--- src/rtl/mult_div.sv ---
// Iterative 32-bit multiply/divide unit for a MIPS-style EX stage.
// MULT/MULTU use a shift-add over 32 cycles. DIV/DIVU use a restoring radix-2
// divide over 32 cycles. Both work on unsigned magnitudes, and a sign fix-up
// is applied when the result register is loaded. done pulses for one cycle.
// After that pulse the unit always returns to IDLE, so a start that is still
// held does not relaunch the same instruction.
module mult_div (
    input  logic        clk,
    input  logic        rst,
    input  logic        flush,
    input  logic        start,
    input  logic [1:0]  op,
    input  logic [31:0] operand_1,
    input  logic [31:0] operand_2,
    output logic        done,
    output logic [63:0] result
);

    typedef enum logic [1:0] {
        IDLE = 2'd0,
        BUSY = 2'd1,
        DONE = 2'd2
    } state_t;

    state_t      state_reg, state_next;
    logic        done_reg, done_next;

    // hi_reg: multiply upper accumulator or divide partial remainder.
    // lo_reg: multiply multiplier/low product or divide dividend/quotient.
    logic [31:0] hi_reg, hi_next;
    logic [31:0] lo_reg, lo_next;
    logic [31:0] b_reg, b_next;          // multiplicand / divisor magnitude
    logic [4:0]  cnt_reg, cnt_next;
    logic        is_div_reg, is_div_next;
    logic        neg_q_reg, neg_q_next;  // product / quotient negate
    logic        neg_r_reg, neg_r_next;  // remainder negate (dividend sign)
    logic        div_zero_reg, div_zero_next;
    logic [63:0] result_reg, result_next;

    // FSM control strobes
    logic        accept;
    logic        iterate;
    logic        finish;

    // Operand conditioning: signed ops take two's-complement magnitudes.
    // Negating 0x80000000 in 32 bits gives 0x80000000. Read as unsigned, that
    // value is 2^31, which is exactly the required magnitude. It therefore
    // needs no extra bit.
    logic        op_signed;
    logic        sign_1, sign_2;
    logic [31:0] mag_1, mag_2;

    assign op_signed = ~op[0];
    assign sign_1    = op_signed & operand_1[31];
    assign sign_2    = op_signed & operand_2[31];
    assign mag_1     = sign_1 ? (32'd0 - operand_1) : operand_1;
    assign mag_2     = sign_2 ? (32'd0 - operand_2) : operand_2;

    // One iteration of either algorithm.
    logic [32:0] mul_sum;
    logic [32:0] div_shift;   // 33-bit partial remainder, before the trial subtract
    logic        div_ge;
    logic [31:0] div_sub;
    logic [31:0] hi_step, lo_step;

    assign mul_sum   = {1'b0, hi_reg} + (lo_reg[0] ? {1'b0, b_reg} : 33'd0);
    assign div_shift = {hi_reg, lo_reg[31]};
    assign div_ge    = (div_shift >= {1'b0, b_reg});
    // When div_ge holds, the true difference is below the divisor, so it fits in 32 bits.
    assign div_sub   = div_shift[31:0] - b_reg;

    // Select the next hi/lo for the active algorithm.
    always_comb begin
        hi_step = hi_reg;
        lo_step = lo_reg;
        if (is_div_reg) begin
            if (div_ge) begin
                hi_step = div_sub;
                lo_step = {lo_reg[30:0], 1'b1};
            end else begin
                hi_step = div_shift[31:0];
                lo_step = {lo_reg[30:0], 1'b0};
            end
        end else begin
            hi_step = mul_sum[32:1];
            lo_step = {mul_sum[0], lo_reg[31:1]};
        end
    end

    // Sign fix-up of the final iteration's outcome.
    // A divide by zero leaves the quotient as all ones. The remainder
    // magnitude equals |operand_1|, so restoring the dividend sign
    // reproduces operand_1 exactly.
    logic [63:0] prod_raw, prod_fixed;
    logic [31:0] quot_fixed, rem_fixed;
    logic [63:0] final_result;

    assign prod_raw     = {hi_step, lo_step};
    assign prod_fixed   = neg_q_reg ? (64'd0 - prod_raw) : prod_raw;
    assign quot_fixed   = (neg_q_reg && !div_zero_reg) ? (32'd0 - lo_step) : lo_step;
    assign rem_fixed    = neg_r_reg ? (32'd0 - hi_step) : hi_step;
    assign final_result = is_div_reg ? {rem_fixed, quot_fixed} : prod_fixed;

    // Next-state and control: flush aborts from any state; DONE lasts one cycle.
    always_comb begin
        state_next = state_reg;
        done_next  = 1'b0;
        accept     = 1'b0;
        iterate    = 1'b0;
        finish     = 1'b0;
        case (state_reg)
            IDLE: begin
                if (start && !flush) begin
                    accept     = 1'b1;
                    state_next = BUSY;
                end
            end
            BUSY: begin
                if (flush) begin
                    state_next = IDLE;
                end else begin
                    iterate = 1'b1;
                    if (cnt_reg == 5'd31) begin
                        finish     = 1'b1;
                        state_next = DONE;
                        done_next  = 1'b1;
                    end
                end
            end
            DONE: begin
                state_next = IDLE;
            end
            default: begin
                state_next = IDLE;
            end
        endcase
    end

    // Datapath next values: latch operands on accept, step while busy, load result on finish.
    always_comb begin
        hi_next       = hi_reg;
        lo_next       = lo_reg;
        b_next        = b_reg;
        cnt_next      = cnt_reg;
        is_div_next   = is_div_reg;
        neg_q_next    = neg_q_reg;
        neg_r_next    = neg_r_reg;
        div_zero_next = div_zero_reg;
        result_next   = result_reg;
        if (accept) begin
            hi_next       = 32'd0;
            lo_next       = mag_1;
            b_next        = mag_2;
            cnt_next      = 5'd0;
            is_div_next   = op[1];
            neg_q_next    = sign_1 ^ sign_2;
            neg_r_next    = sign_1;
            div_zero_next = op[1] & (operand_2 == 32'd0);
        end else if (iterate) begin
            hi_next  = hi_step;
            lo_next  = lo_step;
            cnt_next = cnt_reg + 5'd1;
            if (finish) begin
                result_next = final_result;
            end
        end
    end

    // State and done register; reset dominates flush and start.
    always_ff @(posedge clk) begin
        if (!rst) begin
            state_reg <= IDLE;
            done_reg  <= 1'b0;
        end else begin
            state_reg <= state_next;
            done_reg  <= done_next;
        end
    end

    // Datapath registers; reset clears accumulators, counter and result.
    always_ff @(posedge clk) begin
        if (!rst) begin
            hi_reg       <= 32'd0;
            lo_reg       <= 32'd0;
            b_reg        <= 32'd0;
            cnt_reg      <= 5'd0;
            is_div_reg   <= 1'b0;
            neg_q_reg    <= 1'b0;
            neg_r_reg    <= 1'b0;
            div_zero_reg <= 1'b0;
            result_reg   <= 64'd0;
        end else begin
            hi_reg       <= hi_next;
            lo_reg       <= lo_next;
            b_reg        <= b_next;
            cnt_reg      <= cnt_next;
            is_div_reg   <= is_div_next;
            neg_q_reg    <= neg_q_next;
            neg_r_reg    <= neg_r_next;
            div_zero_reg <= div_zero_next;
            result_reg   <= result_next;
        end
    end

    assign done   = done_reg;
    assign result = result_reg;

endmodule

--- config.mk ---
export PLATFORM = sky130hd
export DESIGN_NAME = mult_div
export DESIGN_NICKNAME = d
export VERILOG_FILES = /design/src/rtl/mult_div.sv
export SDC_FILE = /design/constraint.sdc
export NUM_CORES = 1
export LEC_CHECK = 0
export BUFFER_PORTS_ARGS = -buffer_cell sky130_fd_sc_hd__buf_2
export CAP_MARGIN = 10
export CORE_UTILIZATION = 30
export CTS_BUF_LIST = sky130_fd_sc_hd__clkbuf_8
export DETAILED_ROUTE_END_ITERATION = 10
export GPL_TIMING_DRIVEN = 1
export MAX_ROUTING_LAYER = met4
export SETUP_SLACK_MARGIN = 0.3
export SLEW_MARGIN = 20
export SYNTH_ARGS = -nofsm -noshare
export SYNTH_HDL_FRONTEND = slang
export SYNTH_SLANG_ARGS = --single-unit
--- constraint.sdc ---
create_clock -name clk -period 3.6 [get_ports clk]
set_input_delay 0.54 -clock clk [delete_from_list [all_inputs] [get_ports clk]]
set_output_delay 0.54 -clock clk [all_outputs]
set_load 0.005 [all_outputs]
==> Word level (Yosys, flattened, before mapping) <==
Index checks and enable logic that the tools add are counted.
Widths: inputs -> output; s select.
{ "totals": {"register_bits": 172, "inputBits": 70, "output_inout_bits": 65, "elab_cells": 65} }
{ "op_classes": {"n_addsub": 8, "order_cmp": 1, "eq_ne": 4, "n_mux": 24, "n_bitwise": 7, "reduce_logical": 10} }
{ "ops": {"columns": ["op", "n"], "rows": [
  ["$mux 32", 10],
  ["$mux 64", 2],
  ["$sub 1x32->32 const A", 4],
  ["$sub 1x64->64 const A", 1],
  ["$add 32x32->33", 1],
  ["$ge 33x32->1", 1],
  ["$logic_not 32->1", 1],
  ["$sub 32x32->32", 1],
  ["$mux 1", 8],
  ["$mux 2", 3],
  ["$add 5x1->5 const B", 1],
  ["$eq 5x5->1 const B", 1],
  ["$pmux 2 s2", 1],
  ["$and 1x1->1", 3],
  ["$ne 3x3->1 const B", 1],
  ["$not 1->1", 3],
  ["$reduce_and 3->1", 1],
  ["$eq 2x1->1 const B", 1],
  ["$logic_and 1x1->1", 2],
  ["$logic_not 1->1", 2],
  ["$logic_not 2->1", 1],
  ["$ne 2x2->1 const B", 1],
  ["$reduce_and 2->1", 1],
  ["$reduce_bool 2->1", 1],
  ["other kinds (2)", 2]
]} }

==> Logic depth before layout (Yosys ltp) <==
Gate-level depths: netlist (run 1).
{ "depth": {"word_depth": 6, "ltp_mapped": 20, "mapped_depth_nobuf": 18} }

==> Worst setup path before layout (run 1) <==
OpenSTA, ideal clock, no wires.
{ "synth_path": {"kind": "register to register", "startpoint": "register b_reg[26]", "endpoint": "register result_reg[60], in the netlist result[60]", "setup_time_ps": 86, "t_arrival_ps": 3893, "required_time_ps": 3514, "setup_slack_ps": -379, "path_stages_with_launch": 20, "path_buffers": 1, "period_less_slack_ps": 3979, "cell_sequence": "dfxtp_1 inv_1 ha_1 a21oi_2 o21ai_1 a2111oi_4 o221a_1 buf_4 a31o_2 ha_1 and2_0 nand2_1 nor2_1 nand3_1 nor2b_1 nand2b_1 and4_1 a31oi_1 xnor2_1 a211oi_1"} }
{ "synth_between": {"elab_chain_cells": 6, "word_cells_on_any_way": 13, "cone_classes": "add/sub (4); order compare (1); mux (8)"} }
{ "synth_lines": {"columns": ["element", "line", "rtl"], "rows": [
  ["start, declared", "32", "logic [31:0] b_reg, b_next;"],
  ["start signal, assigned", "195", "b_reg <= b_next;"],
  ["$mux 32, or another cell as far along", "66", "assign mul_sum = {1'b0, hi_reg} + (lo_reg[0] ? {1'b0, b_reg} : 33'd0);"],
  ["$add 32x32->33, or another cell as far along", "66", null],
  ["$mux 32", "76", "if (is_div_reg) begin"],
  ["$sub 1x64->64 or $sub 1x32->32 (tied branches)", "99, 101", null],
  ["$mux 64 or $mux 32 (tied branches)", "99, 101", null],
  ["$mux 64 (*)", "102", "assign final_result = is_div_reg ? {rem_fixed, quot_fixed} : prod_fixed;"],
  ["end signal, assigned", "201", "result_reg <= result_next;"],
  ["end, declared", "38", "logic [63:0] result_reg, result_next;"]
]} }
Mark *: on every way between the ends. The rest lies on a longest branch, timed or not.
A chain may end at the register's enable or synchronous reset.

==> Worst setup path in the final report (run 1) <==
{ "layout_path": {"startpoint": "register lo_reg[31]", "endpoint": "register result_reg[59], in the netlist result[59]"} }
{ "layout_between": {"elab_chain_cells": 6, "word_cells_on_any_way": 11, "cone_classes": "add/sub (3); order compare (1); mux (7)"} }
{ "layout_lines": {"columns": ["element", "line", "rtl"], "rows": [
  ["start, declared", "31", "logic [31:0] lo_reg, lo_next;"],
  ["start signal, assigned", "194", "lo_reg <= lo_next;"],
  ["$sub 32x32->32 or $ge 33x32->1 (tied branches)", "70, 68", null],
  ["$mux 32 or $mux 1 (tied branches)", "77", "if (div_ge) begin"],
  ["$mux 32", "76", null],
  ["$sub 1x64->64 or $sub 1x32->32 (tied branches)", "99, 101", null],
  ["$mux 64 or $mux 32 (tied branches)", "99, 101", null],
  ["$mux 64 (*)", "102", null]
]} }
Marked as above.

==> results of run 1 <==
## power groups by stage
stage	registers, mW	clock network [mW]	logic [mW]
2_1_floorplan	2.05	0	1.28
3_3_place_gp	2.07	0	2.32
3_5_place_dp	2.07	0	2.33
4_1_cts	2.03	1.48	2.73
5_1_grt	2.04	1.54	3.16
6_report	2.03	1.44	2.97
## worst max-delay path by stage
stage                          start    endpoint  slack, ns  depth (start not counted)
final                     lo_reg[31]  result[59]      -0.29                         18
after global routing      lo_reg[31]  result[59]      -0.45                         18
after CTS                 lo_reg[31]  result[59]      -0.28                         18
after detailed placement  lo_reg[31]  result[59]      -0.54                         17
after global placement    lo_reg[31]  result[53]      -0.56                         18
after floorplan           lo_reg[31]  result[59]       0.12                         16
## kinds of logic (layout without fill, tap and decap cells)
| kind of cell | Yosys count | count (layout) |
|---|---|---|
| AO/OA/AOI/OAI | 655 | 655 |
| XOR/XNOR | 147 | 147 |
| adder cells (fa/ha/maj) | 72 | 72 |
| buffers and inverters | 209 | 770 |
| flip-flops | 172 | 172 |
| multiplexers | 37 | 37 |
| other | 0 | 1 |
| AND/OR/NAND/NOR | 810 | 810 |
## cell type report
| class | instances | area (sq um) | area share |
|---|---|---|---|
| multi-input combinational | 1721 | 13200 | 0.567 |
| timing repair buffer | 669 | 5110 | 0.220 |
| sequential | 172 | 3480 | 0.150 |
| tap | 672 | 841 | 0.0361 |
| inverter | 69 | 263 | 0.0113 |
| clock buffer | 17 | 234 | 0.0101 |
| clock inverter | 15 | 146 | 0.00629 |
| antenna | 1 | 2.50 | 0.000108 |
## metal layers
layer	share of wire	vias to the layer above	track usage
met5	0	-	-
met4	0.028	0	0.0859
met3	0.042	94	0.0302
met2	0.47	475	0.449
met1	0.46	8752	0.359
li1	-	8768	-
## Yosys cell counts (6+ instances only)
cell type,n
nor2_1,281
a21oi_1,204
nand2_1,189
dfxtp_1,172
a211oi_1,110
clkbuf_1,103
o21ai_0,94
xnor2_1,83
ha_1,70
inv_1,64
xor2_1,64
nor3_1,62
nand3_1,52
and2_1,46
mux2i_1,33
a31oi_1,27
a21o_1,26
nand4_1,26
buf_2,25
o211ai_1,25
or3_1,24
nor4_1,23
and3_1,17
nor2b_1,17
nand2b_1,16
o21ai_1,16
o31ai_1,16
a311oi_1,13
or4_1,11
o21a_1,9
o21bai_1,9
a211o_1,7
nor3b_1,7
a32oi_1,6
buf_1,6
o22ai_1,6
## worst register-to-register path, delay by kind of cell (launching register included)
kind | cells | cell delay [ns]
AOI/OAI and AO/OA | 8 | 1.80
DFF | 1 | 0.34
adders and majority gates | 2 | 0.48
buffers and inverters | 4 | 0.42
xor gates and xnor gates | 1 | 0.14
and+or+nand+nor | 3 | 0.63
## what timing repair did
item	4_1_cts	5_1_grt
setup buffers	52	30
endpoints found under the setup margin	77	82
pin swaps	129	112
gates cloned	1	0
resized for setup	307	136
## through the flow
| stage | cell area, sq um | setup slack [ns] | hold slack [ns] | utilization | total power, mW |
|---|---|---|---|---|---|
| after floorplan | 15800 | 0.118 | 0.440 | - | 3.33 |
| after global placement | 20200 | -0.558 | 0.439 | 0.403 | 4.39 |
| after detailed placement | 20200 | -0.541 | 0.443 | 0.403 | 4.40 |
| after CTS | 22400 | -0.283 | 0.201 | 0.448 | 6.23 |
| after global routing | 23300 | -0.453 | 0.223 | 0.465 | 6.74 |
| final | 23300 | -0.288 | 0.240 | 0.465 | 6.44 |
==> flow_summary.json, run 1 <==
{
  "run_status": "finished with violations",
  "violations": "setup timing",
  "cp_top_family": "compound AO/OA/AOI/OAI gates",
  "timing.hold.worst_path_depth": 3,
  "timing.final.max_slew_violations": 0,
  "die_width_um": 227,
  "floorplan.core_area_sq_um": 50100,
  "worst_slew_pin_slew_ns": 1.14,
  "max_slew_margin": 0.240,
  "floorplan.initialDensity": 0.304,
  "fin_worst_skew_ns": 0.0225,
  "cts_tree": "built",
  "globalplace.congestion": 1.02,
  "rows": 82,
  "cell_internal_pwr_mw": 3.86,
  "port_buffers": 134,
  "hold_path_class": "input port to flip-flop",
  "synth_top_family_by_area": "compound AO/OA/AOI/OAI gates",
  "netSwitchingFraction": 0.401,
  "cts_root_buf": "clkbuf_8",
  "wire_length_per_cell_um": 20.9,
  "setup-violations-final": 30,
  "finalCritPeriodShare": 1.08,
  "global_route_total_usage_across_every_layer": 0.277,
  "netlist_top_cells_area": "dfxtp_1 (23%), nor2_1 (6.9%), a21oi_1 (6.7%)",
  "share_clk_of_total_power": 0.224,
  "net-switching-power_mw": 2.58,
  "final_cells": 3336,
  "synth_cells": 2102,
  "layout.filler_cells": 4995,
  "worstReg2RegEnd": "result[59]",
  "synthDominantAreaCellType": "dfxtp_1",
  "syn_avg_cell_area_sq_um": 7.24,
  "grt.overflow.total": 0,
  "post_synth_mux_area_share": 0.0247,
  "mappedNetlistArea_sq_um": 15200,
  "min_to": "is_div_reg",
  "post-route-drc-count": 0,
  "synth-edff-count": 0,
  "layout.cells.most_common": "buf_4",
  "grt_start_max_net_pins": 90,
  "synth_seq_area_share": 0.226,
  "dp.cells": 3220,
  "commonest_non_fill_non_tap_cells_in_the_layout": "buf_4 (460), nor2_1 (255), nand2_1 (169), a21oi_1 (153), dfxtp_1 (145)",
  "hold_path_startpoint": "op[1]",
  "largest_register_ffs": 64,
  "sort_of_element_at_the_end_of_the_critical_path": "flip-flop",
  "worst-path-buf-inv": 4,
  "synth_top_cell_area_share": 0.226,
  "grt_first_pass_wirelength_um": 105000,
  "worstPathMaxFanout": 2,
  "critical-path-max-stage-delay_ns": 0.36,
  "synth_xor_area_frac": 0.0847,
  "dp_hpwl_um": 54300,
  "num_vias": 18100,
  "synth_nets": 2244,
  "crit-reg2reg-launch": "lo_reg[31]",
  "synthArstFlopShare": 0,
  "final_routed_wirelength_across_all_metal_layers_um": 69800,
  "final_layout_size_suffix_gt1_frac": 0.411,
  "cellLeakagePower_nw": 9.63,
  "synth_flop_cell": "dfxtp_1",
  "cts-hold-fix-buffers": 0,
  "slowest_stage": "a221o_1",
  "r2r.worst_path.cells": 18,
  "finish.net_count": 2792,
  "worst_ep_arrival_time_ns": 4.37,
  "yosys.area_share.simple": 0.257,
  "drtAntennaViolNets": 0,
  "setup_tns_ns": -4.49,
  "area.growth.synth_to_final_pct": 53.0,
  "ioPinCount": 135,
  "floorplan.die_area_sq_um": 51600,
  "fmaxAchievable_mhz": 257,
  "period_needed_ns": 3.89,
  "cts-root-to-sink-buffers": 2,
  "setup.reg_to_reg.worst_slack_ns": -0.29,
  "synth_adder_area_share": 0.0602,
  "unrepaired_setup_endpoints_after_global_routing": "yes",
  "drtIter0Drc": 1403,
  "setup.worst_path.start_class": "flip-flop",
  "numCtsBuffers": 17,
  "critPathRequiredTime_ns": 4.08,
  "postSynthRegisterBits": 172,
  "clock-sinks": 172,
  "synth.lib_cells_used.distinct": 105,
  "insertion_delay_ns": 0.55,
  "detail_route.first_pass.iterations": 8,
  "grt_antenna_before_repair": 2,
  "first_global_vias": 17500,
  "cap_violations": 0,
  "detail_route.vias_per_cell": 5.42,
  "cts.htree.levels": 4,
  "critical_path_cell_sequence": "inv_2 -> ha_4 -> inv_2 -> fa_2 -> a21o_1 -> a221o_1 -> a221oi_4 -> buf_4 -> nor4_4 -> or3_4 -> a31oi_4 -> buf_6 -> o32ai_4 -> a211o_1 -> nor4_4 -> a31oi_1 -> xnor2_1 -> a211oi_1",
  "pwr_density_cell_nw_per_um2": 277,
  "yosys_warnings": 0,
  "synth_compound_gate_area_share": 0.292,
  "power_frac_comb": 0.461,
  "cts.reportedPaths.clkPinSlew_ns": 0.12,
  "critical_path_class": "flip-flop to flip-flop",
  "pwr-share-seq": 0.315,
  "post-route-worst-setup-slack_ns": -0.288,
  "finalHoldViolations": 0,
  "die_height_um": 227,
  "ir_worst_vdd_mv": 0.270
}
Power figures use the tool's default switching activity.
==> inputs of run 2 (changes only) <==
==> constraint.sdc (replaced) <==
create_clock -name clk -period 3.26 [get_ports clk]
set_input_delay 0.489 -clock clk [delete_from_list [all_inputs] [get_ports clk]]
set_output_delay 0.489 -clock clk [all_outputs]
set_load 0.005 [all_outputs]
==> run 2 against run 1 <==
Net effect:
- critical path type unchanged
- non-clock buffer count is 78 higher
- sequential share of layout area down 0.51 points
- the run still ends with setup timing left
- combinational power increased by 15%
- largest power group unchanged
==> flow_summary.json, run 2 (synthesis gave the netlist of run 1 again) <==
{
  "run_status": "finished with violations",
  "violations": "setup timing",
  "post-route-worst-setup-slack_ns": -0.773,
  "cts.htree.levels": 4,
  "cell_internal_pwr_mw": 4.33,
  "grt_first_pass_wirelength_um": 106000,
  "hold_path_startpoint": "op[1]",
  "crit-reg2reg-launch": "lo_reg[0]",
  "cap_violations": 0,
  "detail_route.first_pass.iterations": 5,
  "worstSetupStartpoint": "lo_reg[0]",
  "worstReg2RegEnd": "result[59]",
  "detail_route.vias_per_cell": 5.47,
  "critical_path_cell_sequence": "buf_6 -> and2_4 -> buf_6 -> ha_4 -> and3_4 -> a221o_1 -> nand2_1 -> and3b_1 -> a21oi_1 -> or3_1 -> a21oi_2 -> o2111ai_4 -> buf_12 -> nor4_4 -> a31oi_1 -> xnor2_1 -> a211oi_1",
  "top_usage_layer": "met2",
  "floorplan.core_area_sq_um": 50100,
  "dp_hpwl_um": 54900,
  "setup-violations-final": 67,
  "pwr_density_cell_nw_per_um2": 298,
  "power_frac_comb": 0.471,
  "period_needed_ns": 4.03,
  "max_slew_margin": 0.327,
  "ir_worst_vdd_mv": 0.307,
  "timing.hold.worst_path_depth": 3,
  "worst_ep_arrival_time_ns": 4.48,
  "critical_path_class": "flip-flop to flip-flop",
  "final_layout_size_suffix_gt1_frac": 0.445,
  "drtAntennaViolNets": 0,
  "finish.net_count": 2871,
  "fraction_of_the_core_area_covered_by_cells_at_the_end_of_the_flow": 0.484,
  "worst_slew_pin_slew_ns": 1.01,
  "cts_root_buf": "clkbuf_8",
  "sort_of_element_at_the_end_of_the_critical_path": "flip-flop",
  "finalCritPeriodShare": 1.24,
  "floorplan.initialDensity": 0.304,
  "cts_tree": "built",
  "commonest_non_fill_non_tap_cells_in_the_layout": "buf_4 (515), nor2_1 (256), nand2_1 (161), a21oi_1 (158), dfxtp_1 (141)",
  "grt_antenna_before_repair": 0,
  "min_to": "is_div_reg",
  "layout.cell_area.non_filler_sq_um": 24200,
  "final_cells": 3415,
  "groute.layer.met2.usage": 0.458,
  "global_route_total_usage_across_every_layer": 0.278,
  "cts-root-to-sink-buffers": 2,
  "wire_length_per_cell_um": 20.8,
  "net-switching-power_mw": 2.90,
  "critical-path-max-stage-delay_ns": 0.39,
  "timing.final.max_slew_violations": 0,
  "r2r.worst_path.cells": 17,
  "die_height_um": 227,
  "critical_path.most_common_cell": "buf_6",
  "numCtsBuffers": 17,
  "hold_path_class": "input port to flip-flop",
  "layout.cells.most_common": "buf_4",
  "setup.reg_to_reg.worst_slack_ns": -0.77,
  "port_buffers": 134,
  "met1_usage": 0.352,
  "grt.overflow.total": 0,
  "area.growth.synth_to_final_pct": 59.2,
  "floorplan.die_area_sq_um": 51600,
  "post-route-drc-count": 0,
  "grt_start_max_net_pins": 91,
  "netSwitchingFraction": 0.401,
  "final.hold.worst_slack_ns": 0.177,
  "setup_tns_ns": -24.02,
  "pwr-share-seq": 0.309,
  "worstPathMaxFanout": 7,
  "unrepaired_setup_endpoints_after_global_routing": "yes",
  "cts-hold-fix-buffers": 0,
  "rows": 82,
  "critPathRequiredTime_ns": 3.71,
  "fmaxAchievable_mhz": 248,
  "first_global_vias": 18200,
  "dp.cells": 3286,
  "cts.reportedPaths.clkPinSlew_ns": 0.12,
  "insertion_delay_ns": 0.56,
  "setup.worst_path.start_class": "flip-flop",
  "die_width_um": 227,
  "cellLeakagePower_nw": 10.1,
  "final_routed_wirelength_across_all_metal_layers_um": 70900,
  "finalHoldViolations": 0,
  "clock-sinks": 172,
  "share_clk_of_total_power": 0.220,
  "ioPinCount": 135,
  "num_vias": 18700,
  "globalplace.congestion": 0.992,
  "grtUsageMet3": 0.0289,
  "slowest_stage": "dfxtp_4",
  "largest_register_ffs": 64,
  "detailed_place.area_sq_um": 20800,
  "fin_worst_skew_ns": 0.0290,
  "drtIter0Drc": 1267
}
-- run 2: cell types whose count changed in the layout (fill, tap and decap cells not counted), sizes merged --
cell,delta
buf,+79
inv,-1
nand2,+1
clkinvlp,+2
bufbuf,-1
clkinv,-1
-- run 2: how the worst max path moves through the flow --
stage	end
floorplan	result[59]
global placement	result[32]
detailed placement	result[32]
CTS	result[47]
global route	result[59]
finish	result[59]
-- run 2: timing repair --
action,in CTS,in global routing
gates cloned,0,1
resized for setup,249,226
buffers inserted,48,47
pin swaps,135,138
setup endpoints to repair,93,96
-- run 2: stage by stage --
step	total power [mW]	setup WS [ns]
after CTS	6.85	-0.624
after global routing	7.56	-0.909
after floorplan	3.72	-0.222
after global placement	4.92	-1.01
final	7.23	-0.773
after detailed placement	4.94	-1.02
-- run 2: final cells by class --
class / instances / area, sq um
multi-input cells: 1722 / 13500
well taps: 672 / 841
inverters: 69 / 265
clock buffers: 17 / 234
repair buffers: 747 / 5750
diodes: 1 / 2.50
clock inverters: 15 / 146
fillers: 4916 / 25900
flip-flops and latches: 172 / 3500
-- run 2: per-layer routing --
layer  vias to the layer above  share of wire
met5                         -              0
li1                       8929              -
met1                      9058           0.44
met3                       118          0.047
met4                         0          0.033
met2                       570           0.48
-- run 2: worst max-delay path: cells and delay by family (launching register included) --
family | cells | cell delay (ns)
buffers and inverters | 3 | 0.42
adders and majority gates | 1 | 0.25
and+or+nand+nor | 6 | 1.24
DFF | 1 | 0.39
AOI/OAI and AO/OA | 6 | 1.31
xor gates and xnor gates | 1 | 0.31
-- run 2: power groups by stage --
stage / registers, mW / clock network, mW / logic [mW]
finish: 2.23 / 1.59 / 3.41
global route: 2.24 / 1.70 / 3.62
CTS: 2.23 / 1.62 / 3.00
detailed placement: 2.28 / 0 / 2.66
global placement: 2.28 / 0 / 2.64
floorplan: 2.26 / 0 / 1.45
